<file path="config.mk">
export PLATFORM = sky130hd
export DESIGN_NAME = vga_display
export DESIGN_NICKNAME = d
export VERILOG_FILES = /design/src/rtl/vga_display.sv
export SDC_FILE = /design/constraint.sdc
export NUM_CORES = 1
export LEC_CHECK = 0
export CAP_MARGIN = 20
export CORE_UTILIZATION = 59
export CTS_CLUSTER_DIAMETER = 50
export CTS_CLUSTER_SIZE = 8
export DETAILED_ROUTE_END_ITERATION = 8
export GPL_TIMING_DRIVEN = 0
export PLACE_DENSITY = 0.87
export SLEW_MARGIN = 20
export SYNTH_ARGS = -nofsm -noshare
export SYNTH_HDL_FRONTEND = slang
export SYNTH_SLANG_ARGS = --single-unit
</file>
<file path="constraint.sdc">
create_clock -name clk24 -period 5.98 [get_ports clk24]
set_input_delay 1.196 -clock clk24 [delete_from_list [all_inputs] [get_ports clk24]]
set_output_delay 1.196 -clock clk24 [all_outputs]
set_load 0.01 [all_outputs]
</file>
<file path="src/rtl/vga_display.sv">
// ---------------------------------------------------------------------------
// vga_display
//   Output stage after the image-processing core. Scans the VGA raster, reads
//   the 4-bit processed pixel buffer (mem1) by linear address and drives grey
//   RGB plus hsync/vsync. The screen stays blank until the core reports its
//   first completed frame, after which the raster free-runs until reset.
//
//   The mem1 read has rdLatency clocks of latency (registered address to
//   valid rdata). The visible/sync/frame-start flags are carried through a
//   matching shift register so every output changes on the same clock as the
//   pixel it belongs to. Total counter-to-output latency is rdLatency+2.
//
// Ports
//   clk24        in   pixel clock, rising edge
//   rst_n        in   asynchronous active-low reset
//   core_end     in   one-cycle pulse at the end of each processed frame
//   rdata[3:0]   in   pixel read from mem1
//   addr[18:0]   out  mem1 read address (registered, 0 during blanking)
//   vga_r/g/b    out  4-bit grey level, 0 during blanking
//   vga_hsync    out  horizontal sync, active level = syncPol
//   vga_vsync    out  vertical sync, active level = syncPol
//   frame_start  out  one-cycle pulse with pixel (0,0) at the outputs
// ---------------------------------------------------------------------------
module vga_display #(
  parameter int width     = 640,
  parameter int height    = 480,
  parameter int hFront    = 16,
  parameter int hSync     = 96,
  parameter int hBack     = 48,
  parameter int vFront    = 10,
  parameter int vSync     = 2,
  parameter int vBack     = 33,
  parameter int rdLatency = 1,   // legal range 1..3
  parameter int syncPol   = 0    // 0 = active-low syncs
) (
  input  logic        clk24,
  input  logic        rst_n,
  input  logic        core_end,
  input  logic [3:0]  rdata,
  output logic [18:0] addr,
  output logic [3:0]  vga_r,
  output logic [3:0]  vga_g,
  output logic [3:0]  vga_b,
  output logic        vga_hsync,
  output logic        vga_vsync,
  output logic        frame_start
);

  localparam int HMAX = width + hFront + hSync + hBack;
  localparam int VMAX = height + vFront + vSync + vBack;
  // One spare count of headroom so the sync-end bounds are representable
  // even when a back porch is zero.
  localparam int HW   = $clog2(HMAX + 1);
  localparam int VW   = $clog2(VMAX + 1);
  // Flag delay from counter stage to the output register input.
  localparam int PD   = rdLatency + 1;

  localparam logic SYNC_ACT = (syncPol != 0);

  localparam logic [HW-1:0] H_VIS_END  = HW'(width);
  localparam logic [HW-1:0] H_SYNC_BEG = HW'(width + hFront);
  localparam logic [HW-1:0] H_SYNC_END = HW'(width + hFront + hSync);
  localparam logic [HW-1:0] H_LAST     = HW'(HMAX - 1);
  localparam logic [VW-1:0] V_VIS_END  = VW'(height);
  localparam logic [VW-1:0] V_SYNC_BEG = VW'(height + vFront);
  localparam logic [VW-1:0] V_SYNC_END = VW'(height + vFront + vSync);
  localparam logic [VW-1:0] V_LAST     = VW'(VMAX - 1);

  localparam logic [0:0] ST_IDLE = 1'b0;
  localparam logic [0:0] ST_RUN  = 1'b1;

  logic [0:0]    state_q, state_d;
  logic          armed_q;
  logic [HW-1:0] hcnt_q, hcnt_d;
  logic [VW-1:0] vcnt_q, vcnt_d;
  logic [PD-1:0] vis_pipe_q, hs_pipe_q, vs_pipe_q, fs_pipe_q;

  logic          run;
  logic          vis0, hs0, vs0, fs0;
  logic [18:0]   addr_d;

  // -------------------------------------------------------------------------
  // Raster state machine and counters
  // -------------------------------------------------------------------------
  always_comb begin
    state_d = state_q;
    hcnt_d  = hcnt_q;
    vcnt_d  = vcnt_q;
    case (state_q)
      ST_IDLE: begin
        hcnt_d = '0;
        vcnt_d = '0;
        // armed_q is low on the first clock after reset release, so a
        // core_end coinciding with the release is ignored.
        if (core_end && armed_q) begin
          state_d = ST_RUN;
        end
      end
      default: begin
        if (hcnt_q == H_LAST) begin
          hcnt_d = '0;
          vcnt_d = (vcnt_q == V_LAST) ? '0 : vcnt_q + 1'b1;
        end else begin
          hcnt_d = hcnt_q + 1'b1;
        end
      end
    endcase
  end

  assign run  = (state_q == ST_RUN);
  assign vis0 = run && (hcnt_q < H_VIS_END) && (vcnt_q < V_VIS_END);
  assign hs0  = run && (hcnt_q >= H_SYNC_BEG) && (hcnt_q < H_SYNC_END);
  assign vs0  = run && (vcnt_q >= V_SYNC_BEG) && (vcnt_q < V_SYNC_END);
  assign fs0  = run && (hcnt_q == '0) && (vcnt_q == '0);

  assign addr_d = vis0 ? (19'(hcnt_q) + 19'(vcnt_q) * 19'(width)) : 19'd0;

  always_ff @(posedge clk24 or negedge rst_n) begin
    if (!rst_n) begin
      state_q <= ST_IDLE;
      armed_q <= 1'b0;
      hcnt_q  <= '0;
      vcnt_q  <= '0;
      addr    <= '0;
    end else begin
      state_q <= state_d;
      armed_q <= 1'b1;
      hcnt_q  <= hcnt_d;
      vcnt_q  <= vcnt_d;
      addr    <= addr_d;
    end
  end

  // -------------------------------------------------------------------------
  // Flag alignment: one stage for the address register plus rdLatency for
  // the memory, so the flags meet rdata at the output register.
  // -------------------------------------------------------------------------
  always_ff @(posedge clk24 or negedge rst_n) begin
    if (!rst_n) begin
      vis_pipe_q <= '0;
      hs_pipe_q  <= '0;
      vs_pipe_q  <= '0;
      fs_pipe_q  <= '0;
    end else begin
      vis_pipe_q <= {vis_pipe_q[PD-2:0], vis0};
      hs_pipe_q  <= {hs_pipe_q[PD-2:0],  hs0};
      vs_pipe_q  <= {vs_pipe_q[PD-2:0],  vs0};
      fs_pipe_q  <= {fs_pipe_q[PD-2:0],  fs0};
    end
  end

  // -------------------------------------------------------------------------
  // Output register. rdata is only passed while the aligned visible flag is
  // set; during blanking it is don't-care and forced to black.
  // -------------------------------------------------------------------------
  always_ff @(posedge clk24 or negedge rst_n) begin
    if (!rst_n) begin
      vga_r       <= '0;
      vga_g       <= '0;
      vga_b       <= '0;
      vga_hsync   <= ~SYNC_ACT;
      vga_vsync   <= ~SYNC_ACT;
      frame_start <= 1'b0;
    end else begin
      vga_r       <= vis_pipe_q[PD-1] ? rdata : 4'h0;
      vga_g       <= vis_pipe_q[PD-1] ? rdata : 4'h0;
      vga_b       <= vis_pipe_q[PD-1] ? rdata : 4'h0;
      vga_hsync   <= hs_pipe_q[PD-1] ? SYNC_ACT : ~SYNC_ACT;
      vga_vsync   <= vs_pipe_q[PD-1] ? SYNC_ACT : ~SYNC_ACT;
      frame_start <= fs_pipe_q[PD-1];
    end
  end

endmodule

</file>
Word level (Yosys, flattened, before mapping). Index checks and enable logic that the tools add are counted.

Add/subtract/negate cells: 3. Eq/ne operators: 3. Reduce and logical (&&, ||, !) cells: 11. Muxes and demuxes: 11. $lt $le $gt $ge: 6. Multiply operators: 1.

Operators with widths (count): two-way mux 10 bit (5); adder 10 x 1 -> 10 bit, second input constant (2); == test 10 bit, second input constant (2); zero test 10 bit (2); less-than comparator 10 bit, second input constant (2); less-than comparator 10 x 9 -> 1 bit, second input constant (2); adder 10 x 19 -> 19 bit (1); two-way mux 19 bit (1); multiplier 10 x 3 -> 12 bit, second input constant (1); >= comparator 10 bit, second input constant (1); >= comparator 10 x 9 -> 1 bit, second input constant (1); logical AND 1 bit (9); two-way mux 1 bit (4); two-way mux 4 bit (1); != test 2 x 1 -> 1 bit, second input constant (1).

Bits of input ports: 7. Flip-flop bits (word level): 56. Output and inout port bits: 34. Logic and storage cells: 48.

Logic depth before layout (Yosys ltp). Gate-level depths: netlist of run 1.

Depth after elaboration: 4. Depth in mapped cells: 9. Mapped depth without buffers: 9.

Worst setup path after synthesis of run 1. OpenSTA, ideal clock, no wires.

Kind: reg2reg. Start: reg vcnt_q[1]. End: reg addr[18]. Library setup time: 0.086 ns. Arrival time: 2.572 ns. Clock period less this slack: 2.658 ns. Cell stages (with the launch flop): 10. Setup slack: 3.322 ns. Path through: dfrtp_1 -> ha_1 -> ha_1 -> fa_1 -> xor2_1 -> nand2_1 -> nor3_1 -> nand4b_1 -> o31a_1 -> nor3_1.

Longest elaborated chain between the ends: 3. Elaborated cells between the ends (all ways): 5. Those cells by class: add/sub (1); mul (1); order compare (1); mux (1); reduce/logical (1).

RTL lines: from (decl) (RTL line 75) `logic [VW-1:0] vcnt_q, vcnt_d;`; from (signal assigned) (RTL line 129) `vcnt_q <= vcnt_d;`; multiplier 10 x 3 -> 12 bit / less-than comparator 10 x 9 -> 1 bit (equally long branches) (RTL line 116, 111); adder 10 x 19 -> 19 bit / logical AND 1 bit (equally long branches) (RTL line 116, 111); two-way mux 19 bit (*) (RTL line 116) `assign addr_d = vis0 ? (19'(hcnt_q) + 19'(vcnt_q) * 19'(width)) : 19'd0;`; net addr_d[18] (RTL line 80) `logic [18:0] addr_d;`; to (signal assigned) (RTL line 130) `addr <= addr_d;`; to (decl) (RTL line 40) `output logic [18:0] addr,`.

Mark *: on every way through the listed nets, which the timed path passes. The rest lies on a longest branch. A chain may end at the register's enable or synchronous reset.

Worst setup path in the final report of run 1.
Start: reg vcnt_q[3]. End: reg addr[18].

Same word-level chain as after synthesis.

==> summary.md, run 1 <==
| Metric | Value |
|---|---|
| CTS max path bufs | `2` |
| IO Pins | `41` |
| First-pass detailed-route iteration total | `4` |
| Post-synth EDFFs | `0` |
| Starting Density | `0.620` |
| Cell Int Power | `611 uW` |
| Worst EP required | `6.22 ns` |
| Total setup buffers inserted after CTS | `0` |
| Largest net degree at the start of global routing | `57` |
| Max-slew headroom | `0.545` |
| Vias in the first global route | `2128` |
| # nets final | `362` |
| Mean Syn Cell Area | `10.5 sq um` |
| TNS Setup | `0 ns` |
| Initial DRC Count | `112` |
| Post-Route WL | `5610 um` |
| # setup viols final | `0` |
| IO buf count | `40` |
| Outcome | `completed` |
| First-pass GRT wire length | `9320 um` |
| Final period util | `0.490` |
| Top cells by count, synth | `dfrtp_1 (54), nor2_1 (24), ha_1 (23), and2_1 (16)` |
| HPWL after DPL | `4040 um` |
| Die H | `72.9 um` |
| Leak | `1.66 nW` |
| Sequential share of the synthesized area | `0.473` |
| Peak supply drop | `0.141 mV` |
| YS warnings | `0` |
| Critical path class | `reg2reg` |
| Initial antenna violation count | `0` |
| Vias | `2223` |
| Routability Congestion | `0.864` |
| Cell count after synthesis | `283` |
| Area Overhead vs Synth | `19.5%` |
| Tmin final | `2.93 ns` |
| Sw Ratio | `0.292` |
| Final worst setup slack | `3.05 ns` |
| Biggest area consumer among synthesized cells | `dfrtp_1` |
| Maximum Capacitance Violations | `0` |
| Clock Sinks | `56` |
| R2r setup slk | `3.05 ns` |
| Hold Crit Class | `reg2reg` |
| Combinational share of power | `0.212` |
| CTS root buf | `clkbuf_8` |
| Pre-CTS setup slack | `3.08 ns` |
| Final Max Tran Viols | `0` |
| Ys flop type | `dfrtp_1` |
| Post-Syn Nets | `315` |
| Share of cells above drive strength 1 | `0.0937` |
| # fillers | `339` |
| Tot Pwr | `864 uW` |
| Switching pwr | `253 uW` |
| Setup Skew | `0.00561 ns` |
| Antenna diodes | `0` |
| H-tree levels | `2` |
| Sequential power share | `0.537` |
| Startpoint types | `register` |
| Hold Buf Count CTS | `0` |
| Rows | `25` |
| Cell Area, Synth | `2970 sq um` |
| Post-synth top area share | `0.455` |
| Ranking of synthesized cells by area | `dfrtp_1 (46%), ha_1 (9.7%), and2_1 (3.4%)` |
| DIE WIDTH | `72.9 um` |
| Clock network fraction of design power | `0.251` |
| Post-route DRC | `0` |
| RSZ-0062 raised after global routing | `false` |
| Yosys cell types | `48` |
| Gr ovfl total | `0` |
| CTS tree | `done` |
| Fraction of synthesis flops using an asynchronous set or reset pin | `1.00` |
| Die area | `5320 sq um` |
| Endpoints failing hold | `0` |
| CTS clk-pin slew, worst paths | `0.10 ns` |
| Core footprint | `4790 sq um` |
| F_max | `0.342 GHz` |
| Skew-Pair Late Insertion Delay | `0.32 ns` |
| WL/cell | `14.1 um` |
| Via density | `5.59` |
| Cts repair resizes | `0` |
| Flops & latches, synth | `56` |
| GRT Util Overall | `0.230` |
| Antenna Nets Post-Route | `0` |
| Num CTS Buffers | `5` |
| Power per cell area | `244 nW/um^2` |
| Count leader, synth | `dfrtp_1` |
| Slew @ Worst Pin | `0.682 ns` |
| CP max FO | `10` |
| Crit path arrival time | `3.16 ns` |
| Critical Path End Type | `register` |
power by group through the flow:
stage	Combinational, mW	Clock (mW)	Sequential (mW)
2_1_floorplan	0.0883	0	0.473
3_3_place_gp	0.175	0	0.467
3_5_place_dp	0.182	0	0.470
4_1_cts	0.185	0.221	0.463
5_1_grt	0.200	0.231	0.469
6_report	0.183	0.217	0.464
placed cells by master (no fill, tap or decap), drive strengths merged, types with 3 or more instances in the layout:
| cell type | count |
|---|---|
| nand4b | 3 |
| a21oi | 5 |
| xnor2 | 10 |
| nor2 | 24 |
| a21o | 5 |
| clkdlybuf4s50 | 39 |
| nand3 | 14 |
| nor2b | 7 |
| nand2 | 15 |
| ha | 23 |
| xor2 | 8 |
| a211oi | 3 |
| o31ai | 4 |
| buf | 11 |
| nand2b | 3 |
| and3 | 6 |
| nand4 | 3 |
| or2 | 3 |
| nor3b | 3 |
| o21ai | 16 |
| and2 | 16 |
| nor3 | 11 |
| dfrtp | 54 |
| clkbuf | 9 |
| inv | 9 |
layout make-up:
class | count | area [sq um] | area share
sequential | 56 | 1400 | 0.396
multi-input combinational | 205 | 1440 | 0.405
clock buffer | 5 | 68.8 | 0.0194
clock inverter | 3 | 27.5 | 0.00776
tap | 67 | 83.8 | 0.0236
buffer | 14 | 97.6 | 0.0275
inverter | 8 | 30.0 | 0.00847
timing repair buffer | 40 | 398 | 0.112
metrics by stage:
step                      hold WS [ns]  utilization  instances  area (sq um)
after floorplan                  0.331            -        283          2970
after global placement           0.333        0.721        390          3450
after detailed placement         0.335        0.721        390          3450
after CTS                        0.353        0.741        398          3550
after global routing             0.373        0.741        398          3550
final                            0.355        0.741        398          3550
worst paths after layout:
kind                              start      endpoint  depth (start not counted)
hold / removal             fs_pipe_q[0]  fs_pipe_q[1]                          0
setup / recovery              vcnt_q[3]      addr[18]                          9
min in group asynchronous         rst_n      vga_b[0]                          1
hold reg to reg            fs_pipe_q[0]  fs_pipe_q[1]                          0
setup reg to reg              vcnt_q[3]      addr[18]                          9
max in group asynchronous         rst_n     hcnt_q[4]                          1
kinds of logic after synthesis:
kind of cell,synth area share
AND/OR/NAND/NOR,0.224
AO/OA/AOI/OAI,0.0949
flip-flops,0.473
other,0.00126
XOR/XNOR,0.0531
buffers and inverters,0.0430
adder cells (fa/ha/maj),0.110
sequential cells by signal (all words and copies together), names as in the netlist:
| signal | cells |
|---|---|
| fs_pipe_q | 2 |
| run | 1 |
| vga_b | 4 |
| vis_pipe_q | 2 |
| frame_start | 1 |
| hcnt_q | 10 |
| vcnt_q | 10 |
| vs_pipe_q | 2 |
| hs_pipe_q | 2 |
| vga_hsync | 1 |
| vga_vsync | 1 |
| armed_q | 1 |
| addr | 19 |
routing by layer:
layer  share of wire  vias up  track usage
li1                -     1076            -
met1            0.43     1072        0.290
met2            0.50       63        0.400
met3           0.048       12       0.0345
met4           0.018        0       0.0915
met5               0        -            0
worst max-delay path, cell delays in order, from the launching register on:
cell and delay [ns]:
dfrtp_1 0.56, ha_1 0.31, ha_1 0.24, fa_1 0.43, xor2_1 0.28, nand2_1 0.08, nor3_1 0.29, nand4b_1 0.21
o31a_1 0.28, nor3_1 0.16
Note: power is estimated with default switching activity, not from simulation.
==> run 2: changes to the inputs <==
--- a/config.mk
+++ b/config.mk
@@ -6,12 +6,12 @@
 export NUM_CORES = 1
 export LEC_CHECK = 0
 export CAP_MARGIN = 20
-export CORE_UTILIZATION = 59
+export CORE_UTILIZATION = 49
 export CTS_CLUSTER_DIAMETER = 50
 export CTS_CLUSTER_SIZE = 8
 export DETAILED_ROUTE_END_ITERATION = 8
 export GPL_TIMING_DRIVEN = 0
-export PLACE_DENSITY = 0.87
+export PLACE_DENSITY = 0.77
 export SLEW_MARGIN = 20
 export SYNTH_ARGS = -nofsm -noshare
 export SYNTH_HDL_FRONTEND = slang
==> constraint.sdc (replaced) <==
create_clock -name clk24 -period 2.68 [get_ports clk24]
set_input_delay 0.536 -clock clk24 [delete_from_list [all_inputs] [get_ports clk24]]
set_output_delay 0.536 -clock clk24 [all_outputs]
set_load 0.01 [all_outputs]
==> run 2 against run 1 <==
  * Global-route usage fell by 3.9 points
  * Cell area rose by 6.1%
  * Sequential cell count did not move
  * Critical endpoint unchanged
  * Largest power group unchanged
==> summary.md, run 2 (synthesis gave the netlist of run 1 again) <==
| Metric | Value |
|---|---|
| Placed Area | `3460 sq um` |
| Hold Buf Count CTS | `0` |
| IO buf count | `40` |
| Endpoints failing hold | `0` |
| DIE WIDTH | `79.8 um` |
| Commonest cells after routing, fill and taps aside | `dfrtp_1 (46), clkdlybuf4s50_1 (39), nor2_1 (23)` |
| R2r setup slk | `0.04 ns` |
| Critical path class | `reg2reg` |
| Core footprint | `5680 sq um` |
| HPWL after DPL | `3970 um` |
| Setup Skew | `0.00642 ns` |
| GRT Util Overall | `0.191` |
| Vias in the first global route | `2113` |
| Routability Congestion | `0.835` |
| Multi-input gate area | `1570 sq um` |
| CTS max path bufs | `2` |
| Slew @ Worst Pin | `0.672 ns` |
| Final period util | `0.983` |
| Peak supply drop | `0.246 mV` |
| WL/cell | `14.2 um` |
| Largest regs | `addr (19), hcnt_q (10), vcnt_q (10)` |
| # setup viols final | `0` |
| Initial antenna violation count | `0` |
| Tot Pwr | `1.91 mW` |
| CP max FO | `4` |
| Starting Density | `0.523` |
| Final Non-Filler Cells | `412` |
| Antenna Nets Post-Route | `0` |
| Crit path arrival time | `2.87 ns` |
| Start of the worst register-to-register path | `vcnt_q[3]` |
| Critical path's most frequent cell | `ha_4` |
| R2R cell count | `9` |
| # fillers | `416` |
| Final Max Tran Viols | `0` |
| Max FFs per register | `19` |
| Post-route DRC | `0` |
| Die area | `6370 sq um` |
| Max-slew headroom | `0.552` |
| First-pass detailed-route iteration total | `4` |
| Reg area | `1410 sq um` |
| Worst-path cell chain | `ha_4 -> ha_4 -> fa_2 -> xor2_2 -> nand2_1 -> nor3_4 -> nand4b_1 -> o31a_1 -> nor3_2` |
| H-tree levels | `2` |
| Worst EP required | `2.91 ns` |
| Clock Sinks | `56` |
| # nets final | `371` |
| Critical Path End Type | `register` |
| Tmin final | `2.64 ns` |
| Via density | `5.44` |
| Largest net degree at the start of global routing | `57` |
| Post-Route WL | `5850 um` |
| Rows | `27` |
| Outcome | `completed` |
| Hold Crit Class | `in2async` |
| Vias | `2242` |
| Placed Cells | `395` |
| Maximum Capacitance Violations | `0` |
| Slowest cell on the critical path | `dfrtp_2` |
| Hold slack | `0.247 ns` |
| TNS Setup | `0 ns` |
| Critical Path Max Stage Delay | `0.47 ns` |
| CTS root buf | `clkbuf_8` |
| Num CTS Buffers | `5` |
| Share of cells above drive strength 1 | `0.197` |
| Skew-Pair Late Insertion Delay | `0.31 ns` |
| Power per cell area | `507 nW/um^2` |
| Initial DRC Count | `106` |
| CTS tree | `done` |
| First-pass GRT wire length | `9470 um` |
| Largest reg by FF count | `addr` |
| Gr ovfl total | `0` |
| Leak | `1.69 nW` |
| Post-route cell area | `3760 sq um` |
| Most common cell after layout, fill and taps aside | `dfrtp_1` |
| IO Pins | `41` |
| Startpoint types | `register` |
| Critical R2R Capture | `addr[18]` |
| F_max | `0.379 GHz` |
| Antenna diodes | `0` |
| Die H | `79.8 um` |
| CTS clk-pin slew, worst paths | `0.10 ns` |
| Area Overhead vs Synth | `26.7%` |
## run 2: layer usage
| metal | global-route usage | wire [um] | up-vias |
|---|---|---|---|
| met2 | 0.326 | 2910 | 60 |
| met1 | 0.242 | 2560 | 1084 |
| met3 | 0.0354 | 235 | 10 |
| met4 | 0.0661 | 137 | 0 |
| met5 | 0 | 0 | - |
| li1 | - | - | 1088 |
## run 2: critical path, delay by kind of cell (launching register included)
kind	cells	cell delay, ns
AOI/OAI and AO/OA	1	0.32
DFF	1	0.47
adders and majority gates	3	0.82
and+or+nand+nor	4	0.75
xor gates and xnor gates	1	0.20
## run 2: where the power goes
part | internal, mW | leakage [nW] | switching [mW] | total [mW]
Clock | 0.192 | 0.0463 | 0.291 | 0.484
Combinational | 0.221 | 0.931 | 0.177 | 0.398
Sequential | 0.950 | 0.708 | 0.0766 | 1.03
## run 2: per-stage QoR
step,setup WS [ns],util
2_1_floorplan,0.0219,-
3_3_place_gp,-0.541,0.609
3_5_place_dp,-0.274,0.609
4_1_cts,0.0235,0.637
5_1_grt,-0.0417,0.663
6_report,0.0444,0.663
## run 2: final cells by class
type,instances,share of cell area
Tap cell,72,0.0240
Clock inverter,3,0.00732
Timing Repair Buffer,49,0.124
Multi-Input combinational cell,205,0.417
Sequential cell,56,0.376
Inverter,8,0.00798
Clock buffer,5,0.0183
Buffer,14,0.0259
## run 2: how the worst max path moves through the flow
| stage | from | end | slack (ns) | cells after the start |
|---|---|---|---|---|
| after floorplan | vcnt_q[1] | addr[18] | 0.02 | 9 |
| after global routing | vcnt_q[3] | addr[18] | -0.04 | 9 |
| final | vcnt_q[3] | addr[18] | 0.04 | 9 |
| after detailed placement | vcnt_q[3] | addr[18] | -0.27 | 9 |
| after global placement | rst_n | vcnt_q[6] | -0.54 | 1 |
| after CTS | vcnt_q[3] | addr[18] | 0.02 | 9 |
## run 2: timing repair
action / 4_1_cts / 5_1_grt
endpoints found under the setup margin: 4 / 3
resized for setup: 9 / 23
buffers inserted: 4 / 5
pin swaps: 1 / 9
==> run 3: changes to the inputs <==
--- a/config.mk
+++ b/config.mk
@@ -6,13 +6,14 @@
 export NUM_CORES = 1
 export LEC_CHECK = 0
 export CAP_MARGIN = 20
+export CORE_MARGIN = 1
 export CORE_UTILIZATION = 49
 export CTS_CLUSTER_DIAMETER = 50
 export CTS_CLUSTER_SIZE = 8
 export DETAILED_ROUTE_END_ITERATION = 8
 export GPL_TIMING_DRIVEN = 0
 export PLACE_DENSITY = 0.77
-export SLEW_MARGIN = 20
+export SLEW_MARGIN = 25
 export SYNTH_ARGS = -nofsm -noshare
 export SYNTH_HDL_FRONTEND = slang
 export SYNTH_SLANG_ARGS = --single-unit
==> results of run 3 <==
Same layout as run 2: the final DEF is identical, and so are final timing and power.
